$ cat src/rtl/l2_rr_arbiter_pkg.sv
// Shared types for the L2 line-port arbiter: line/address widths and the
// two-way requester select used by the arbiter and its round-robin picker.
package l2_rr_arbiter_pkg;

    localparam int unsigned LC3B_LINE_W = 128;
    localparam int unsigned LC3B_ADDR_W = 16;

    typedef logic [LC3B_LINE_W-1:0] lc3b_pmem_line;
    typedef logic [LC3B_ADDR_W-1:0] lc3b_pmem_addr;

    typedef enum logic {
        ARB_A = 1'b0,
        ARB_B = 1'b1
    } lc3b_arb_sel;

    function automatic lc3b_arb_sel arb_other(input lc3b_arb_sel s);
        return (s == ARB_A) ? ARB_B : ARB_A;
    endfunction

endpackage

$ cat src/rtl/l2_rr_arbiter_pick.sv
// Combinational two-way round-robin pick: a lone requester always wins,
// under contention the port that was not served last wins.
module rr_pick2
    import l2_rr_arbiter_pkg::*;
(
    input  logic        req_a,
    input  logic        req_b,
    input  lc3b_arb_sel last,
    output logic        grant_valid,
    output lc3b_arb_sel grant_sel
);

    always_comb begin
        grant_valid = req_a | req_b;
        grant_sel   = ARB_A;
        if (req_a && req_b) begin
            grant_sel = arb_other(last);
        end else if (req_b) begin
            grant_sel = ARB_B;
        end
    end

endmodule

$ cat src/rtl/l2_rr_arbiter.sv
// Round-robin arbiter sharing the single L2 line port between icache (A)
// and dcache (B); one transaction at a time, request latched at grant.
module l2_rr_arbiter
    import l2_rr_arbiter_pkg::*;
#(
    parameter int unsigned LINE_W  = LC3B_LINE_W,
    parameter int unsigned ADDR_W  = LC3B_ADDR_W,
    parameter bit          A_FIRST = 1'b1
) (
    input  logic              clk,
    input  logic              rst_n,
    input  logic              read_a,
    input  logic              write_a,
    input  logic [ADDR_W-1:0] address_a,
    input  logic [LINE_W-1:0] wdata_a,
    output logic              resp_a,
    output logic [LINE_W-1:0] rdata_a,
    input  logic              read_b,
    input  logic              write_b,
    input  logic [ADDR_W-1:0] address_b,
    input  logic [LINE_W-1:0] wdata_b,
    output logic              resp_b,
    output logic [LINE_W-1:0] rdata_b,
    output logic              l2_read,
    output logic              l2_write,
    output logic [ADDR_W-1:0] l2_address,
    output logic [LINE_W-1:0] l2_wdata,
    input  logic              l2_resp,
    input  logic [LINE_W-1:0] l2_rdata,
    output logic              busy
);

    typedef enum logic [1:0] {
        IDLE,
        ACCESS,
        RESP
    } state_t;

    // After reset the opposite port counts as last served, so A_FIRST's port wins first.
    localparam lc3b_arb_sel LAST_RST = A_FIRST ? ARB_B : ARB_A;

    state_t            state_q, state_d;
    lc3b_arb_sel       last_q, sel_q, pick_sel;
    logic              pick_valid;
    logic              req_a, req_b;
    logic              op_write_q;
    logic [ADDR_W-1:0] addr_q;
    logic [LINE_W-1:0] wdata_q, rdata_a_q, rdata_b_q;

    assign req_a = read_a | write_a;
    assign req_b = read_b | write_b;

    rr_pick2 u_pick (
        .req_a       (req_a),
        .req_b       (req_b),
        .last        (last_q),
        .grant_valid (pick_valid),
        .grant_sel   (pick_sel)
    );

    always_ff @(posedge clk) begin
        if (!rst_n) begin
            state_q <= IDLE;
        end else begin
            state_q <= state_d;
        end
    end

    always_comb begin
        state_d = state_q;
        case (state_q)
            IDLE:    if (pick_valid) state_d = ACCESS;
            ACCESS:  if (l2_resp)    state_d = RESP;
            RESP:    state_d = IDLE;
            default: state_d = IDLE;
        endcase
    end

    // Grant latch, read-data capture and round-robin history.
    always_ff @(posedge clk) begin
        if (!rst_n) begin
            last_q     <= LAST_RST;
            sel_q      <= ARB_A;
            op_write_q <= 1'b0;
            addr_q     <= '0;
            wdata_q    <= '0;
            rdata_a_q  <= '0;
            rdata_b_q  <= '0;
        end else begin
            if (state_q == IDLE && pick_valid) begin
                sel_q <= pick_sel;
                if (pick_sel == ARB_A) begin
                    op_write_q <= write_a;
                    addr_q     <= address_a;
                    wdata_q    <= wdata_a;
                end else begin
                    op_write_q <= write_b;
                    addr_q     <= address_b;
                    wdata_q    <= wdata_b;
                end
            end
            if (state_q == ACCESS && l2_resp) begin
                if (sel_q == ARB_A) begin
                    rdata_a_q <= l2_rdata;
                end else begin
                    rdata_b_q <= l2_rdata;
                end
            end
            if (state_q == RESP) begin
                last_q <= sel_q;
            end
        end
    end

    always_comb begin
        l2_read  = 1'b0;
        l2_write = 1'b0;
        resp_a   = 1'b0;
        resp_b   = 1'b0;
        busy     = (state_q != IDLE);
        case (state_q)
            ACCESS: begin
                l2_read  = ~op_write_q;
                l2_write = op_write_q;
            end
            RESP: begin
                resp_a = (sel_q == ARB_A);
                resp_b = (sel_q == ARB_B);
            end
            default: ;
        endcase
    end

    assign l2_address = addr_q;
    assign l2_wdata   = wdata_q;
    assign rdata_a    = rdata_a_q;
    assign rdata_b    = rdata_b_q;

endmodule

$ cat config.mk
export PLATFORM = sky130hd
export DESIGN_NAME = l2_rr_arbiter
export DESIGN_NICKNAME = d
export VERILOG_FILES = /design/src/rtl/l2_rr_arbiter_pkg.sv /design/src/rtl/l2_rr_arbiter_pick.sv /design/src/rtl/l2_rr_arbiter.sv
export SDC_FILE = /design/constraint.sdc
export NUM_CORES = 1
export LEC_CHECK = 0
export BUFFER_PORTS_ARGS = -buffer_cell sky130_fd_sc_hd__buf_2
export CORE_AREA = 5 5 315 317
export DETAILED_ROUTE_END_ITERATION = 10
export DIE_AREA = 0 0 320 322
export GPL_ROUTABILITY_DRIVEN = 0
export HOLD_SLACK_MARGIN = 0.06
export MAX_ROUTING_LAYER = met4
export PLACE_DENSITY = 0.36
export REMOVE_ABC_BUFFERS = 1
export SLEW_MARGIN = 10
export SYNTH_ARGS = -nofsm -noshare
export SYNTH_HDL_FRONTEND = slang
export SYNTH_SLANG_ARGS = --single-unit
export TNS_END_PERCENT = 20
$ cat constraint.sdc
create_clock -name clk -period 3.1 [get_ports clk]
set_input_delay 0.62 -clock clk [delete_from_list [all_inputs] [get_ports clk]]
set_output_delay 0.62 -clock clk [all_outputs]
set_load 0.02 [all_outputs]
# After elaboration in Yosys (flattened, before gate mapping)
# Index checks and enable logic that the tools add are counted.
[classes] n_eq_ne=4 mux=13 n_bitwise=5 reduce_logical=8
[op_table] op="$mux 128" count=1
[op_table] op="$mux 16" count=1
[op_table] op="$mux 1" count=8
[op_table] op="$reduce_and 2->1" count=3
[op_table] op="$mux 2" count=2
[op_table] op="$ne 2x2->1 const B" count=2
[op_table] op="$pmux 2 s2" count=1
[op_table] op="$logic_and 1x1->1" count=3
[op_table] op="$or 1x1->1" count=3
[op_table] op="$eq 2x1->1 const B" count=1
[op_table] op="$eq 2x2->1 const B" count=1
[op_table] op="$logic_not 2->1" count=1
[op_table] op="$not 1->1" count=2
[op_table] op="$reduce_bool 2->1" count=1
[totals] register_bits=405 in_bits=423 out_inout_bits=405 wordCells=38

# Logic depth before layout (Yosys ltp)
# Gate-level depths: netlist of the first run.
[depth] depth_word=4 depth_mapped=6 mapped_depth_nobuf=3

# Modules after synthesis
# From an unflattened synthesis of the first run, not the netlist that was laid out.
[unflattened] cells_unflattened=1639 hier_area_um2=15940.3
[modules_own_cells] module="l2_rr_arbiter" n_inst=1 cells_per_inst=1637 area_each_um2=15926.5 seq_area_each_um2=8107.8
[modules_own_cells] module="rr_pick2" n_inst=1 cells_per_inst=2 area_each_um2=13.8 seq_area_each_um2=0.0

# Worst setup path before layout of the first run
# Ideal clock, no wire load.
[synth_path] path_type="input to register" from="in write_b" to="reg wdata_q[107], in the netlist l2_wdata[107]" setup_time_ps=119 arrival_time_ps=1751 t_required_ps=2981 setup_slack_ps=1231 stages=6 path_cell_list="or2_1 > buf_2 > buf_6 > buf_6 > a311o_1 > o221a_1"
[synth_between] elab_chain_len=4 elab_cells_between_ends=7
[synth_lines] item="from (decl)" line="l2_rr_arbiter.sv:19" rtl="input logic write_b,"
[synth_lines] item="$or 1x1->1 *" line="l2_rr_arbiter.sv:51" rtl="assign req_b = read_b | write_b;"
[synth_lines] item="$mux 1 or $logic_and 1x1->1 (tied branches)" line="l2_rr_arbiter_pick.sv:18, l2_rr_arbiter_pick.sv:16"
[synth_lines] item="$mux 1" line="l2_rr_arbiter_pick.sv:16" rtl="if (req_a && req_b) begin"
[synth_lines] item="$mux 128" line="l2_rr_arbiter.sv:92" rtl="if (pick_sel == ARB_A) begin"
[synth_lines] item="to (signal assigned)" line="l2_rr_arbiter.sv:95" rtl="wdata_q <= wdata_a;"
[synth_lines] item="to (signal assigned)" line="l2_rr_arbiter.sv:99" rtl="wdata_q <= wdata_b;"
[synth_lines] item="to (decl)" line="l2_rr_arbiter.sv:48" rtl="logic [LINE_W-1:0] wdata_q, rdata_a_q, rdata_b_q;"
# Every way passes the cells marked *; elsewhere a longest branch is shown, timed or not.
# A chain may end at the register's enable or synchronous reset.

# Worst setup path after layout of the first run
[layout_path] from="reg state_q[0]" to="out busy"
[layout_between] elab_chain_len=1
[layout_lines] item="from (decl)" line="l2_rr_arbiter.sv:42" rtl="state_t state_q, state_d;"
[layout_lines] item="from (signal assigned)" line="l2_rr_arbiter.sv:65" rtl="state_q <= state_d;"
[layout_lines] item="$reduce_bool 2->1" line="l2_rr_arbiter.sv:120" rtl="busy = (state_q != IDLE);"
[layout_lines] item="to (decl)" line="l2_rr_arbiter.sv:30" rtl="output logic busy"
# No other way between the ends.

==> flow_metrics.env, run 1 <==
export IMPL_finalHoldViolCount=0
export IMPL_fmax_ghz=0.397
export IMPL_grt_max_degree=147
export IMPL_p_int_mw=10.2
export IMPL_drt_total_wl_mm=85.1
export IMPL_required_ns=2.48
export IMPL_pwr_share_clk_pct=42.2
export IMPL_netSwitchingFraction_pct=29.3
export IMPL_gr_total_overflow=0
export IMPL_yosys_warnings=0
export IMPL_relSlewSlack_pct=42.4
export IMPL_worst_slack_ns=0.580
export IMPL_h_tree_depth=2
export IMPL_ant_nets=0
export IMPL_synth_area_um2=16600
export IMPL_place_hpwl_mm=62.3
export IMPL_crit_family="simple AND/OR/NAND/NOR gates"
export IMPL_layout_commonest_cell="buf_2"
export IMPL_slowest_stage="or2_4"
export IMPL_vdd_drop_max_mv=0.300
export IMPL_cts_setup_buffers=0
export IMPL_layout_drive_gt1_share_pct=37.5
export IMPL_worst_pin_slew_ns=0.864
export IMPL_cts_hold_buffers=0
export IMPL_drt_iter0_markers=1009
export IMPL_powerDensity_nw_per_um2=605
export IMPL_total_power_mw=14.4
export IMPL_timing_reg2reg_setup_slack_ns=0.97
export IMPL_dpl_worst_slack_ns=0.665
export IMPL_power_share_sequential_pct=39.8
export IMPL_hold_path_class="in2reg"
export IMPL_nNetsFinal=2987
export IMPL_vias_per_cell=4.47
export IMPL_drc=0
export IMPL_crit_buf_inv=1
export IMPL_cp_depth=2
export IMPL_max_stage_delay_ns=0.53
export IMPL_clk_pin_slew_ns=0.06
export IMPL_critPathMaxFanout=33
export IMPL_yosysSeqAreaShare_pct=48.7
export IMPL_layout_common_cells="826 x buf_2, 514 x nand2_1, 405 x dfxtp_1, 257 x a21oi_1, 144 x a311o_1"
export IMPL_clockRootBuffer="clkbuf_16"
export IMPL_status="complete, no violations"
export IMPL_finalMaxSlewViolations=0
export IMPL_power_switching_mw=4.23
export IMPL_synth_avg_cell_area_um2=9.00
export IMPL_fin_skew_ns=0.0194
export IMPL_min_period_ns=2.52
export IMPL_cp_startpoint="state_q[0]"
export IMPL_start_kind="flip-flop"
export IMPL_tritoncts="done"
export IMPL_placementRows=114
export IMPL_vias=17400
export IMPL_die_w_um=320
export IMPL_grt_use_total_pct=15.8
export IMPL_r2r_start="state_q[1]"
export IMPL_post_route_period_util_pct=81.3
export IMPL_clk_latency_ns=0.60
export IMPL_syn_instance_count=1849
export IMPL_cts_buffer_depth=3
export IMPL_rsz0062_at_grt="false"
export IMPL_reg2reg_depth=4
export IMPL_ys_types=28
export IMPL_cts_sinks=405
export IMPL_r2r_end="l2_wdata[125]"
export IMPL_setup_viol_count_final=0
export IMPL_p_comb_share_pct=18.0
export IMPL_leakage_nw=10.2
export IMPL_crit_path_end="busy"
export IMPL_start_util_pct=17.3
export IMPL_cts_buffers=51
export IMPL_ys_seq_elements=405
export IMPL_cts_resized=0
export IMPL_die_h_um=322
export IMPL_io_pins=828
export IMPL_core_um2=96000
export IMPL_die_area_um2=103000
export IMPL_fin_util_pct=24.9
export IMPL_path_cells="or2_4 -> buf_2"
export IMPL_crit_type="reg2out"
export IMPL_area_growth_pct=43.6
export IMPL_port_buffers=827
export IMPL_grt_pass1_wl_mm=121
export IMPL_arrival_ns=1.90
export IMPL_endpoint_kind="primary output"
export IMPL_antenna_found_initial=50
export IMPL_nFillCells=10700
export IMPL_dr_pass1_iters=5
export IMPL_grt_pass1_vias=17700
export IMPL_wl_per_cell_um=21.9
export IMPL_maxCapViolCount=0
power by group through the flow:
stage | Sequential [mW] | Combinational (mW) | Clock [mW]
global placement | 5.85 | 2.61 | 0
finish | 5.75 | 2.60 | 6.10
floorplan | 6.23 | 1.12 | 0
detailed placement | 5.85 | 2.64 | 0
global route | 5.78 | 2.82 | 6.53
CTS | 5.75 | 2.64 | 6.36
Yosys cell counts (all sizes together):
cell type | instances | share of area (%)
a21oi | 257 | 7.7
nand2 | 514 | 12
nor4 | 1 | 0.038
inv | 3 | 0.068
dfxtp | 405 | 49
nor2 | 8 | 0.18
or2 | 2 | 0.075
o21a | 2 | 0.090
a21boi | 144 | 6.5
nand4bb | 1 | 0.068
buf | 84 | 3.1
a311o | 144 | 8.7
o221a | 144 | 9.7
and4b | 1 | 0.060
nand2b | 2 | 0.075
nor4bb | 1 | 0.060
nand4b | 1 | 0.053
a211o | 1 | 0.053
a311oi | 1 | 0.053
nand3b | 1 | 0.045
o21ai | 3 | 0.090
clkbuf | 129 | 2.9
metal layers:
layer | vias to the layer above | track usage (%) | routed length [um] | share of wire (%)
met4 | 0 | 2.98 | 1880 | 2.2
met5 | - | - | 0 | 0
li1 | 8161 | - | - | -
met3 | 152 | 6.01 | 7890 | 9.3
met2 | 710 | 27.2 | 41700 | 49
met1 | 8382 | 17.7 | 33600 | 40
sequential cells by signal, indices dropped and copies added (netlist names):
| signal | count |
|---|---|
| l2_wdata | 128 |
| rdata_b | 128 |
| state_q | 2 |
| op_write_q | 1 |
| sel_q | 1 |
| l2_address | 16 |
| rdata_a | 128 |
| last_q | 1 |
area by class of cell:
class	count	area (um^2)	area share, %
timing repair buffer	875	4810	20.2
antenna	18	45.0	0.189
clock inverter	11	90.1	0.377
clock buffer	80	1630	6.82
sequential	405	8110	33.9
multi-input combinational	1228	7580	31.7
tap	1276	1600	6.69
inverter	3	18.8	0.0786
tightest hold or removal path: stages:
cell	delay, ns
buf_2	0.11
nand2_1	0.05
a21oi_1	0.05
logic make-up (layout without fill, tap and decap cells):
family	after synthesis	after routing	share of synthesized area [%]
flops	405	405	48.7
compound gates	696	696	32.9
other cells	0	18	0
simple gates	532	532	12.3
buf+inv	216	969	6.08
how the worst min path moves through the flow:
| stage | cells past startpoint | end | startpoint | slack (ns) |
|---|---|---|---|---|
| floorplan | 1 | last_q | last_q | 0.45 |
| global placement | 2 | rdata_b[45] | rdata_b[45] | 0.44 |
| detailed placement | 2 | rdata_b[105] | rdata_b[105] | 0.44 |
| CTS | 3 | rdata_b[85] | l2_rdata[85] | 0.20 |
| global route | 3 | rdata_b[15] | l2_rdata[15] | 0.23 |
| finish | 3 | rdata_a[49] | l2_rdata[49] | 0.28 |
metrics by stage:
stage,hold WS (ns),TNS (ns),cells,area (um^2)
2_1_floorplan,0.450,-4477.17,1636,15600
3_3_place_gp,0.439,0,3787,22100
3_5_place_dp,0.444,0,3787,22100
4_1_cts,0.199,0,3878,23800
5_1_grt,0.228,0,3894,23900
6_report,0.279,0,3896,23900
Note: power is estimated with default switching activity, not from simulation.
==> run 2, diff against run 1 <==
==> constraint.sdc (replaced) <==
create_clock -name clk -period 2.4 [get_ports clk]
set_input_delay 0.48 -clock clk [delete_from_list [all_inputs] [get_ports clk]]
set_output_delay 0.48 -clock clk [all_outputs]
set_load 0.02 [all_outputs]
==> run 2 against run 1 <==
Net effect: via count rose by 1.5%; highest routed layer unchanged; power grew 28%; design area rose by 1.8%; non-clock buffer count up 55; sequential power increased by 29%; first-iteration DRC count is 13% higher; hold slack worse by 0.15 ns; critical endpoint unchanged; routed wire length rose by 1.3%; count of clock-buffer cells in the layout shrank 1; die area unchanged.
==> flow_metrics.env, run 2 (synthesis results as in run 1) <==
export IMPL_fmax_ghz=0.464
export IMPL_cts_buffers=53
export IMPL_fin_cells=3953
export IMPL_fin_util_pct=25.3
export IMPL_drc=0
export IMPL_hold_path_class="in2reg"
export IMPL_status="complete, no violations"
export IMPL_setup_viol_count_final=0
export IMPL_vias_per_cell=4.47
export IMPL_p_int_mw=13.0
export IMPL_power_switching_mw=5.50
export IMPL_gr_total_overflow=0
export IMPL_wl_per_cell_um=21.8
export IMPL_fin_skew_ns=0.0133
export IMPL_ant_nets=0
export IMPL_finalHoldViolCount=0
export IMPL_fin_area_um2=24300
export IMPL_dr_pass1_iters=5
export IMPL_grt_max_degree=147
export IMPL_worstHoldStart="l2_rdata[81]"
export IMPL_p_comb_share_pct=18.7
export IMPL_nNetsFinal=3044
export IMPL_crit_type="reg2out"
export IMPL_clk_pin_slew_ns=0.06
export IMPL_vias=17700
export IMPL_critPathMaxFanout=15
export IMPL_tritoncts="done"
export IMPL_dpl_cell_count=3810
export IMPL_cts_sinks=405
export IMPL_relSlewSlack_pct=47.6
export IMPL_endpoint_kind="primary output"
export IMPL_post_route_period_util_pct=89.9
export IMPL_grt_pass1_wl_mm=124
export IMPL_area_growth_pct=46.1
export IMPL_io_pins=828
export IMPL_grt_use_total_pct=16.1
export IMPL_placed_cell_area_um2=22300
export IMPL_vdd_drop_max_mv=0.457
export IMPL_finalMaxSlewViolations=0
export IMPL_start_kind="flip-flop"
export IMPL_drt_total_wl_mm=86.2
export IMPL_pwr_share_clk_pct=41.0
export IMPL_placementRows=114
export IMPL_power_share_sequential_pct=40.2
export IMPL_place_hpwl_mm=64.3
export IMPL_clk_latency_ns=0.60
export IMPL_worst_pin_slew_ns=0.786
export IMPL_netSwitchingFraction_pct=29.8
export IMPL_port_buffers=827
export IMPL_die_h_um=322
export IMPL_core_um2=96000
export IMPL_cp_startpoint="state_q[0]"
export IMPL_h_tree_depth=2
export IMPL_leakage_nw=10.4
export IMPL_die_area_um2=103000
export IMPL_start_util_pct=17.3
export IMPL_die_w_um=320
export IMPL_maxCapViolCount=0
export IMPL_arrival_ns=1.68
export IMPL_min_period_ns=2.16
export IMPL_grt_pass1_vias=18000
export IMPL_layout_drive_gt1_share_pct=37.3
export IMPL_powerDensity_nw_per_um2=759
export IMPL_layout_commonest_cell="buf_2"
export IMPL_layout_common_cells="826 x buf_2, 514 x nand2_1, 405 x dfxtp_1, 257 x a21oi_1, 144 x a311o_1"
export IMPL_clockRootBuffer="clkbuf_16"
export IMPL_cts_setup_buffers=0
export IMPL_rsz0062_at_grt="false"
export IMPL_r2r_start="state_q[0]"
export IMPL_antenna_found_initial=51
export IMPL_drt_iter0_markers=1138
export IMPL_required_ns=1.92
export IMPL_nFillCells=10700
export IMPL_cts_buffer_depth=3
==> run 2: final timing paths <==
| check | slack [ns] | cells past startpoint | endpoint |
|---|---|---|---|
| max reg2reg | 0.53 | 4 | l2_wdata[125] |
| min | 0.12 | 3 | rdata_a[81] |
| max | 0.24 | 2 | busy |
| min reg2reg | 0.45 | 2 | rdata_b[21] |
==> run 2: repair_timing <==
action	CTS	global route
gates resized for setup	0	0
hold buffers	32	0
hold endpoints to repair	49	0
==> run 2: cell type report <==
| type | instances | area [um^2] | area share [%] |
|---|---|---|---|
| flip-flops and latches | 405 | 8110 | 33.4 |
| multi-input cells | 1228 | 7580 | 31.2 |
| repair buffers | 930 | 5320 | 21.9 |
| well taps | 1276 | 1600 | 6.57 |
| clock buffers | 79 | 1550 | 6.36 |
| clock inverters | 10 | 82.6 | 0.340 |
| diodes | 22 | 55.1 | 0.226 |
| inverters | 3 | 18.8 | 0.0772 |
==> run 2: metrics by stage <==
step	hold slack (ns)	total power [mW]	worst slack (ns)	TNS, ns
finish	0.125	18.5	0.243	0
global route	0.0681	19.4	0.146	0
detailed placement	0.443	11.0	0.351	0
global placement	0.438	11.0	0.400	0
floorplan	0.450	9.49	-24.66	-4716.07
CTS	0.0600	18.8	0.181	0
==> run 2: power groups by stage <==
stage / registers (mW) / clock network, mW / logic, mW
2_1_floorplan: 8.04 / 0 / 1.45
3_3_place_gp: 7.56 / 0 / 3.44
3_5_place_dp: 7.56 / 0 / 3.46
4_1_cts: 7.43 / 7.89 / 3.51
5_1_grt: 7.47 / 8.16 / 3.74
6_report: 7.43 / 7.57 / 3.46
==> run 2: per-layer routing <==
| metal | part of all wire (%) | vias up | track usage [%] |
|---|---|---|---|
| met5 | 0 | - | - |
| met4 | 2.0 | 0 | 3.02 |
| met3 | 8.8 | 128 | 5.55 |
| met2 | 49 | 713 | 27.4 |
| met1 | 40 | 8526 | 18.6 |
| li1 | - | 8298 | - |
==> run 2: critical path, cell delays in order (launching register included) <==
cell and delay, ns:
dfxtp_1 0.46, or2_4 0.35, buf_2 0.23
==> run 3, diff against run 2 <==
--- a/config.mk
+++ b/config.mk
@@ -5,14 +5,14 @@
 export SDC_FILE = /design/constraint.sdc
 export NUM_CORES = 1
 export LEC_CHECK = 0
-export BUFFER_PORTS_ARGS = -buffer_cell sky130_fd_sc_hd__buf_2
 export CORE_AREA = 5 5 315 317
 export DETAILED_ROUTE_END_ITERATION = 10
 export DIE_AREA = 0 0 320 322
+export DONT_BUFFER_PORTS = 1
 export GPL_ROUTABILITY_DRIVEN = 0
 export HOLD_SLACK_MARGIN = 0.06
 export MAX_ROUTING_LAYER = met4
-export PLACE_DENSITY = 0.36
+export PLACE_DENSITY = 0.3
 export REMOVE_ABC_BUFFERS = 1
 export SLEW_MARGIN = 10
 export SYNTH_ARGS = -nofsm -noshare
==> run 3 against run 2 <==
Net effect: clock skew up 0.0058 ns; count of clock-buffer cells in the layout rose by 4; design area shrank 11%; global-route usage fell by 1.4 points; cell count is 17% lower; core utilization decreased by 2.8 points; non-clock buffer count fell by 685; sequential power is 9.3% higher; power down 3.0%; critical path depth increased by 3; sequential share of layout area rose by 4.1 points; combinational power fell by 34%; critical path type is now reg2reg; largest power group is now registers; highest routed layer unchanged.
==> flow_metrics.env, run 3 (synthesis results as in run 1) <==
export IMPL_status="complete, no violations"
export IMPL_layout_commonest_cell="nand2_1"
export IMPL_worst_pin_slew_ns=0.703
export IMPL_busiest_layer="met2"
export IMPL_drc=0
export IMPL_powerDensity_nw_per_um2=828
export IMPL_wl_per_cell_um=24.4
export IMPL_post_route_period_util_pct=97.0
export IMPL_place_hpwl_mm=56.3
export IMPL_timing_reg2reg_setup_slack_ns=0.07
export IMPL_min_period_ns=2.33
export IMPL_clk_latency_ns=0.61
export IMPL_area_growth_pct=30.0
export IMPL_die_h_um=322
export IMPL_required_ns=2.90
export IMPL_fin_skew_ns=0.0191
export IMPL_die_area_um2=103000
export IMPL_vias=15200
export IMPL_critPathMaxFanout=36
export IMPL_use_met3_pct=6.33
export IMPL_cts_sinks=405
export IMPL_io_pins=828
export IMPL_pwr_share_clk_pct=41.8
export IMPL_ant_nets=0
export IMPL_netSwitchingFraction_pct=29.7
export IMPL_cts_buffers=51
export IMPL_start_util_pct=17.3
export IMPL_layout_common_cells="514 x nand2_1, 405 x dfxtp_1, 257 x a21oi_1, 161 x dlygate4sd3_1, 144 x a311o_1"
export IMPL_tritoncts="done"
export IMPL_dpl_worst_slack_ns=0.313
export IMPL_drt_total_wl_mm=80.0
export IMPL_grt_pass1_vias=15300
export IMPL_grt_use_met2_pct=24.1
export IMPL_met1_usage_pct=16.1
export IMPL_r2r_start="state_q[1]"
export IMPL_placementRows=114
export IMPL_rsz0062_at_grt="true"
export IMPL_core_um2=96000
export IMPL_layout_drive_gt1_share_pct=8.87
export IMPL_nNetsFinal=2357
export IMPL_p_int_mw=12.6
export IMPL_fin_area_um2=21600
export IMPL_nFillCells=10500
export IMPL_clk_pin_slew_ns=0.06
export IMPL_grt_max_degree=117
export IMPL_total_power_mw=17.9
export IMPL_cp_startpoint="state_q[1]"
export IMPL_maxCapViolCount=0
export IMPL_power_share_sequential_pct=45.3
export IMPL_arrival_ns=2.83
export IMPL_antenna_found_initial=34
export IMPL_worst_slack_ns=0.0729
export IMPL_clockRootBuffer="clkbuf_16"
export IMPL_power_switching_mw=5.33
export IMPL_placed_cell_area_um2=18200
export IMPL_cts_buffer_depth=3
export IMPL_h_tree_depth=2
export IMPL_start_kind="flip-flop"
export IMPL_relSlewSlack_pct=53.0
export IMPL_leakage_nw=7.24
export IMPL_finalHoldViolCount=0
export IMPL_grt_use_total_pct=14.7
export IMPL_worstHoldStart="rst_n"
export IMPL_hold_path_class="in2reg"
export IMPL_grt_pass1_wl_mm=111
export IMPL_finalMaxSlewViolations=0
export IMPL_crit_type="reg2reg"
export IMPL_fmax_ghz=0.430
export IMPL_gr_total_overflow=0
export IMPL_dr_pass1_iters=4
export IMPL_endpoint_kind="flip-flop"
export IMPL_setup_viol_count_final=0
export IMPL_die_w_um=320
export IMPL_drt_iter0_markers=909
export IMPL_fin_cells=3280
export IMPL_port_buffers=0
export IMPL_setup_tns_final_ns=0
export IMPL_vias_per_cell=4.62
export IMPL_vdd_drop_max_mv=0.452
export IMPL_p_comb_share_pct=12.8
export IMPL_dpl_cell_count=2988
## run 3: changes by cell type in the layout (fill, tap and decap cells not counted), moves of 5 or more
cell / delta
clkbuf_1: +5
dlygate4sd3_1: +129
diode_2: +8
buf_2: -826
buf_4: +8
## run 3: path summary, 6_finish.rpt
path,cells after the start,to
min reg2reg,2,rdata_a[60]
min,2,sel_q
max,5,l2_wdata[119]
max reg2reg,5,l2_wdata[119]
## run 3: layout make-up
class	count	area, um^2	share of cell area [%]
antenna	30	75.1	0.347
clock buffer	83	1520	7.01
clock inverter	10	90.1	0.416
inverter	3	18.8	0.0868
multi-input combinational	1228	7580	35.1
sequential	405	8110	37.5
tap	1276	1600	7.38
timing repair buffer	245	2650	12.2
## run 3: metrics by stage
stage	utilization [%]	hold WS, ns
floorplan	-	0.450
global placement	18.9	0.548
detailed placement	18.9	0.551
CTS	22.4	0.0731
global route	22.5	0.0868
finish	22.5	0.148
## run 3: worst max-delay path, cell delays in order, from the launching register on
cell and delay, ns:
dfxtp_1 0.37, or2_4 0.39, bufbuf_16 0.37, a311o_1 0.29
o221a_2 0.22, dlygate4sd3_1 0.55
## run 3: power groups by stage
stage                     Sequential, mW  Clock, mW  Combinational [mW]
after detailed placement            8.27          0                1.88
after CTS                           8.14       7.78                2.27
final                               8.12       7.49                2.29
after floorplan                     8.04          0                1.45
after global placement              8.29          0                1.82
after global routing                8.18       8.07                2.51
## run 3: what timing repair did
| item | in CTS | in global routing |
|---|---|---|
| hold buffers | 162 | 0 |
| resized for setup | 1 | 2 |
| buffers inserted | 0 | 4 |
| gates cloned | 1 | 2 |
| pin swaps | 0 | 1 |
| endpoints found under the setup margin | 1 | 3 |
| hold endpoints to repair | 402 | 0 |
## run 3: routing by layer
layer	vias to the layer above	share of wire, %
met4	0	2.9
met2	714	48
met5	-	0
met1	7400	38
li1	6923	-
met3	120	11
